[config.mk]
export PLATFORM = sky130hd
export DESIGN_NAME = oai_mult_seq
export DESIGN_NICKNAME = d
export VERILOG_FILES = /design/src/rtl/oai_mult_seq.sv
export SDC_FILE = /design/constraint.sdc
export NUM_CORES = 1
export LEC_CHECK = 0
export CORE_MARGIN = 4
export CORE_UTILIZATION = 45
export DETAILED_ROUTE_END_ITERATION = 8
export PLACE_DENSITY = 0.79
export SLEW_MARGIN = 40
export SYNTH_ARGS = -nofsm -noshare
export SYNTH_HDL_FRONTEND = slang
export SYNTH_SLANG_ARGS = --single-unit
[constraint.sdc]
create_clock -name clk -period 2.5 [get_ports clk]
set_input_delay 0.75 -clock clk [delete_from_list [all_inputs] [get_ports clk]]
set_output_delay 0.75 -clock clk [all_outputs]
set_load 0.03 [all_outputs]
[src/rtl/oai_mult_seq.sv]
// Bit-serial sequencer for the 12-column OAI multiplier array: streams one activation bit per cycle
// (LSB first), popcounts ~e and shift-accumulates a dot product. Optional early exit: OAI_SEQ_SKIP_ZERO_EN.
module oai_mult_seq #(
  parameter int LANES = 12,
  parameter int ACT_W = 8,
  parameter int ACC_W = 12
) (
  input  logic                     clk,
  input  logic                     rst_n,
  input  logic                     in_valid,
  output logic                     in_ready,
  input  logic [LANES-1:0]         in_w,
  input  logic [LANES*ACT_W-1:0]   in_x,
  input  logic [1:0]               in_op,
  output logic [LANES-1:0]         mult_a,
  output logic [LANES-1:0]         mult_b,
  output logic                     mult_c,
  output logic                     mult_d,
  input  logic [LANES-1:0]         mult_e,
  output logic                     out_valid,
  input  logic                     out_ready,
  output logic [ACC_W-1:0]         out_sum,
  output logic                     busy
);

  localparam int POP_W = $clog2(LANES + 1);
  localparam int K_W   = (ACT_W > 1) ? $clog2(ACT_W) : 1;

  typedef enum logic [1:0] {S_IDLE, S_RUN, S_DONE} state_t;

  // Handshakes: a transfer happens on a rising edge where valid && ready are both high.
  // out_valid/out_sum stay stable until out_ready is seen; in_ready is high only in IDLE.
  state_t                   state_q;
  logic [K_W-1:0]           k_q;
  logic [ACC_W-1:0]         acc_q;
  logic [LANES*ACT_W-1:0]   x_q;
  logic [LANES-1:0]         mult_a_q, mult_b_q;
  logic                     mult_c_q, mult_d_q;
  logic                     in_ready_q, out_valid_q, busy_q;

  logic [K_W-1:0]           k_d;
  logic [ACC_W-1:0]         acc_d;
  logic [LANES-1:0]         inv_e;
  logic [POP_W-1:0]         pop;
  logic [LANES-1:0]         next_b, first_b;
  logic                     last;
  logic [ACT_W-1:0]         x_lane [LANES];

  for (genvar g = 0; g < LANES; g++) begin : g_lane
    assign x_lane[g] = x_q[g*ACT_W +: ACT_W];
  end

  assign inv_e = ~mult_e;
  assign k_d   = k_q + K_W'(1);

  always_comb begin
    pop     = '0;
    next_b  = '0;
    first_b = '0;
    for (int j = 0; j < LANES; j++) begin
      pop        = pop + POP_W'(inv_e[j]);
      next_b[j]  = x_lane[j][k_d];
      first_b[j] = in_x[j*ACT_W];
    end
    acc_d = acc_q + (ACC_W'(pop) << k_q);
    last  = (k_q == K_W'(ACT_W - 1));
`ifdef OAI_SEQ_SKIP_ZERO_EN
    // Ops with d=0 (00, 10) contribute nothing once every remaining activation bit is zero.
    begin
      logic hi_zero;
      hi_zero = 1'b1;
      for (int j = 0; j < LANES; j++) begin
        if (((x_lane[j] >> k_q) >> 1) != '0) hi_zero = 1'b0;
      end
      if (hi_zero && !mult_d_q) last = 1'b1;
    end
`endif
  end

  always_ff @(posedge clk or negedge rst_n) begin
    if (!rst_n) begin
      state_q     <= S_IDLE;
      k_q         <= '0;
      acc_q       <= '0;
      x_q         <= '0;
      mult_a_q    <= '0;
      mult_b_q    <= '0;
      mult_c_q    <= 1'b1;
      mult_d_q    <= 1'b1;
      in_ready_q  <= 1'b1;
      out_valid_q <= 1'b0;
      busy_q      <= 1'b0;
    end else begin
      case (state_q)
        S_IDLE: begin
          if (in_valid) begin
            state_q    <= S_RUN;
            k_q        <= '0;
            acc_q      <= '0;
            x_q        <= in_x;
            mult_a_q   <= in_w;
            mult_b_q   <= first_b;
            mult_c_q   <= in_op[1];
            mult_d_q   <= in_op[0];
            in_ready_q <= 1'b0;
            busy_q     <= 1'b1;
          end
        end
        S_RUN: begin
          acc_q <= acc_d;
          if (last) begin
            // Park the array at e=0 while the result waits.
            state_q     <= S_DONE;
            mult_a_q    <= '0;
            mult_b_q    <= '0;
            mult_c_q    <= 1'b1;
            mult_d_q    <= 1'b1;
            out_valid_q <= 1'b1;
          end else begin
            k_q      <= k_d;
            mult_b_q <= next_b;
          end
        end
        S_DONE: begin
          if (out_ready) begin
            state_q     <= S_IDLE;
            out_valid_q <= 1'b0;
            busy_q      <= 1'b0;
            in_ready_q  <= 1'b1;
          end
        end
        default: state_q <= S_IDLE;
      endcase
    end
  end

  assign in_ready  = in_ready_q;
  assign out_valid = out_valid_q;
  assign out_sum   = acc_q;
  assign busy      = busy_q;
  assign mult_a    = mult_a_q;
  assign mult_b    = mult_b_q;
  assign mult_c    = mult_c_q;
  assign mult_d    = mult_d_q;

endmodule

==> summary.txt <==
Yosys
  • Compound-Gate Fraction of Synth Area: 10.6%
  • Synth Area per Inst: slightly above 9 µm²
  • XOR/XNOR share of the synthesized area: less than 1%
  • Number of flops mapped to enable cells by yosys: 0
  • Netlist cell types: 56
  • Simple-Gate Fraction of Synth Area: a little over a fifth
  • Adder-Cell Fraction of Synth Area: a little over 5%
  • Post-synthesis register bit count: 142
  • Largest family of logic cells by synthesized area: simple AND/OR/NAND/NOR gates
  • Top cell type's share of synthesized area: between 40% and 50%
  • Synth area leaders: dfrtp_1 48%, nand2_1 18%, mux2_2 3.9%
  • Yosys top cell by area: dfrtp_1
  • Ys async rst share: 100%
  • Syn nets: roughly 940
  • Post-synthesis mux area share: around 7.6%
  • Mapped Area: 0.00726 mm²
  • YS warnings: 0
  • Seq/Total Area, Yosys: 49.0%
  • Synthesized instance count: just under 800
  • Main synth FF type: dfrtp_1

Global route
  • Total gr overflow: 0
  • Vias in the first global route: 6234
  • Global-route wire length before repair: 30.6 mm
  • GRT Total Usage: between 20% and 30%
  • Initial antenna violation count: 0
  • Largest net degree at the start of global routing: 52

Finish
  • Ratio of cells with drive above 1 in the final layout: 17.4%
  • Commonest non-fill, non-tap cells in the layout: 342 x nand2_1, 159 x clkdlybuf4s50_1, 138 x dfrtp_1, 42 x buf_4, 25 x mux2_2
  • Final Net Count: around 1100
  • Layout fillers: around 1300
  • Most common cell after layout, fill and taps aside: nand2_1
  • Area Overhead vs Synth: 41.7%
  • Ant diodes: 0
  • Post-Layout Cell Count: between 1000 and 1500

Worst hold path
  • Min-delay worst type: primary input to async pin

Critical path
  • Capturing point of the worst reg2reg path: out_sum[10]$_DFFE_PN0P_
  • Worst-path cell chain: buf_6 > fa_1 > inv_2 > fa_1 > fa_1 > fa_1 > ha_2 > fa_2 > mux2i_4 > nor3_2 > buf_4 > fa_2 > a21oi_4 > o211ai_1 > buf_4 > a31oi_4 > xor2_1 > o21ai_1
  • Reg2Reg Depth: 9
  • CP Max Fanout: 3
  • CP max stage cell: fa_1
  • Reg2Reg Launch Point: k_q[1]$_DFFE_PN0P_
  • Reg2reg setup slack: ~0.02 ns
  • WP data required: approximately 2.8 ns
  • CP peak stage delay: about 0.54 ns
  • Critical path type: primary input to flip-flop
  • Worst EP arrival: roughly 5.3 ns
  • Nature of the critical path endpoint: flip-flop
  • Critical path startpoint category: primary input
  • Cell mode on critical path: fa_1

Route
  • Remaining DRCs: 0
  • 1st-pass router iterations: 5
  • Detailed-route wire length: roughly 19 mm
  • Via count: between 6000 and 7000
  • Final ANT Viol Nets: 0
  • DRT iter0 DRCs: 390
  • Routed len/inst: 15.9 µm
  • Via density: ~5.2

Place
  • Port Buffer Count: 166
  • Placed insts: roughly 1200
  • Final Wtd Congestion: between 0.8 and 0.9
  • Final HPWL from detailed placement: 13.3 mm

Power and ir drop
  • Logic pwr share: a little under three fifths
  • Net switching fraction of the power: roughly two fifths
  • Int Pwr: roughly 9 mW
  • P_sw: between 6 and 7 mW
  • Peak VDD IR: 0.610 mV
  • Clock power frac: between 10% and 20%
  • Lkg Pwr: ~4.9 nW
  • Sequential Power Share: a little over a quarter
  • PwrDens: between 1000 and 1500 mW/mm²

Outcome
  • Violated checks: negative setup slack
  • Status: complete, but fails checks

Die
  • IO Pins: roughly 170
  • Die ar.: roughly 0.018 mm²
  • Core area: roughly 0.016 mm²
  • Die Width: roughly 140 µm
  • Die Ht: 135 µm
  • Site Rows: between 40 and 50
  • Initial Util: between 40% and 50%

Run
  • MaxCap Viol Count: 0

Clocking
  • Max Buffers Root-to-Sink: 2
  • Root Driver: clkbuf_16
  • CTS clk-pin slew, worst paths: roughly 0.060 ns
  • CTS buffer count: 17
  • CTS sink cnt: around 140
  • Clk_lat worst skew: 0.42 ns
  • H-tree depth: 4
  • CTS tree: built

STA
  • Hold Vio Cnt, Final: 0
  • Max Clock Skew: 0.0114 ns
  • Max-slew headroom: between 40% and 50%
  • Final period util: 200%
  • RSZ-0062 raised after global routing: true
  • PnR worst setup slack: -2.49 ns
  • Fmax: around 0.20 GHz
  • Slew @ Worst Pin: slightly below 0.8 ns
  • Final slew viol count: 0
  • Final Critical Period: ~5 ns
  • Worst Hold Slack: approximately 0.23 ns
  • Final setup viols: 12
[registers in the layout, indices dropped and copies added (netlist names)]
register and cells:
x_q 96, mult_a 12, mult_b 12, out_sum 12, k_q 3, state_q 2
busy 1, in_ready 1, mult_c 1, mult_d 1, out_valid 1
[cell type report]
type                       count  area [µm²]  area share, %
multi-input combinational    576        3600           35.0
sequential                   142        3560           34.6
tap                          216         270           2.63
clock buffer                  26         519           5.05
timing repair buffer         218        2130           20.7
inverter                      22        85.1          0.827
clock inverter                 5         125           1.22
[worst max path at each step]
stage                     startpoint                      end
after floorplan            mult_e[5]  out_sum[10]$_DFFE_PN0P_
after global placement     mult_e[5]  out_sum[10]$_DFFE_PN0P_
after detailed placement   mult_e[5]  out_sum[10]$_DFFE_PN0P_
after CTS                  mult_e[3]  out_sum[10]$_DFFE_PN0P_
after global routing       mult_e[9]  out_sum[10]$_DFFE_PN0P_
final                      mult_e[9]   out_sum[8]$_DFFE_PN0P_
[metrics by stage]
step	cell area, µm²	total power [mW]	setup WS (ns)	utilization [%]	setup TNS [ns]
after floorplan	7330	9.14	-2.61	-	-27.60
after global placement	9390	11.3	-3.17	59.3	-34.67
after detailed placement	9390	11.6	-3.24	59.3	-35.44
after CTS	10200	14.8	-2.47	64.2	-26.11
after global routing	10300	16.3	-2.63	65.0	-27.34
final	10300	15.2	-2.49	65.0	-25.81
[cells in the mapped netlist, types with 3 or more instances]
cell type,number
buf_2,28
buf_4,4
clkbuf_1,7
ha_1,17
xor2_1,4
dfstp_2,3
o21ai_0,18
a22o_1,18
fa_1,8
nand2b_1,4
nor2b_1,9
mux2i_1,9
a21o_1,6
nand4_1,3
inv_1,20
nand3_1,10
dfrtp_1,139
a21oi_1,15
mux4_2,8
o22ai_1,4
xnor2_1,3
buf_6,6
nor2_1,9
a221oi_1,4
mux2_2,25
o2111ai_1,8
nand2_1,345
a211oi_1,9
o211ai_1,9
[routing by layer]
layer / global-route usage, % / vias up / routed length, µm / part of all wire [%]
li1: - / 3001 / - / -
met1: 27.2 / 3013 / 8230 / 43
met2: 35.9 / 170 / 9630 / 50
met3: 4.62 / 24 / 953 / 5.0
met4: 7.39 / 0 / 357 / 1.9
met5: 0 / - / 0 / 0
[power by group through the flow]
stage	Sequential [mW]	Combinational, mW	Clock, mW
after floorplan	4.42	4.72	0
after global placement	4.05	7.29	0
after detailed placement	4.09	7.48	0
after CTS	4.09	7.92	2.78
final	4.10	8.38	2.75
after global routing	4.24	9.13	2.89
[critical path, delay by kind of cell]
family | cells | cell delay, ns
AOI/OAI and AO/OA | 4 | 0.59
xor gates and xnor gates | 1 | 0.17
adders and majority gates | 7 | 3.06
buffers and inverters | 4 | 0.47
muxes | 1 | 0.18
and+or+nand+nor | 1 | 0.06
[cell families (layout without fill, tap and decap cells)]
family,count (synthesis),count (layout)
AO/OA/AOI/OAI,107,107
XOR/XNOR,7,7
adder cells (fa/ha/maj),25,25
flip-flops,142,142
buffers and inverters,69,271
multiplexers,42,42
AND/OR/NAND/NOR,395,395
[what timing repair did]
item	4_1_cts	5_1_grt
resized for setup	45	21
endpoints found under the setup margin	12	12
pin swaps	32	27
gates cloned	0	0
hold buffers	0	0
setup buffers	7	6
(Power assumes the default switching activity.)
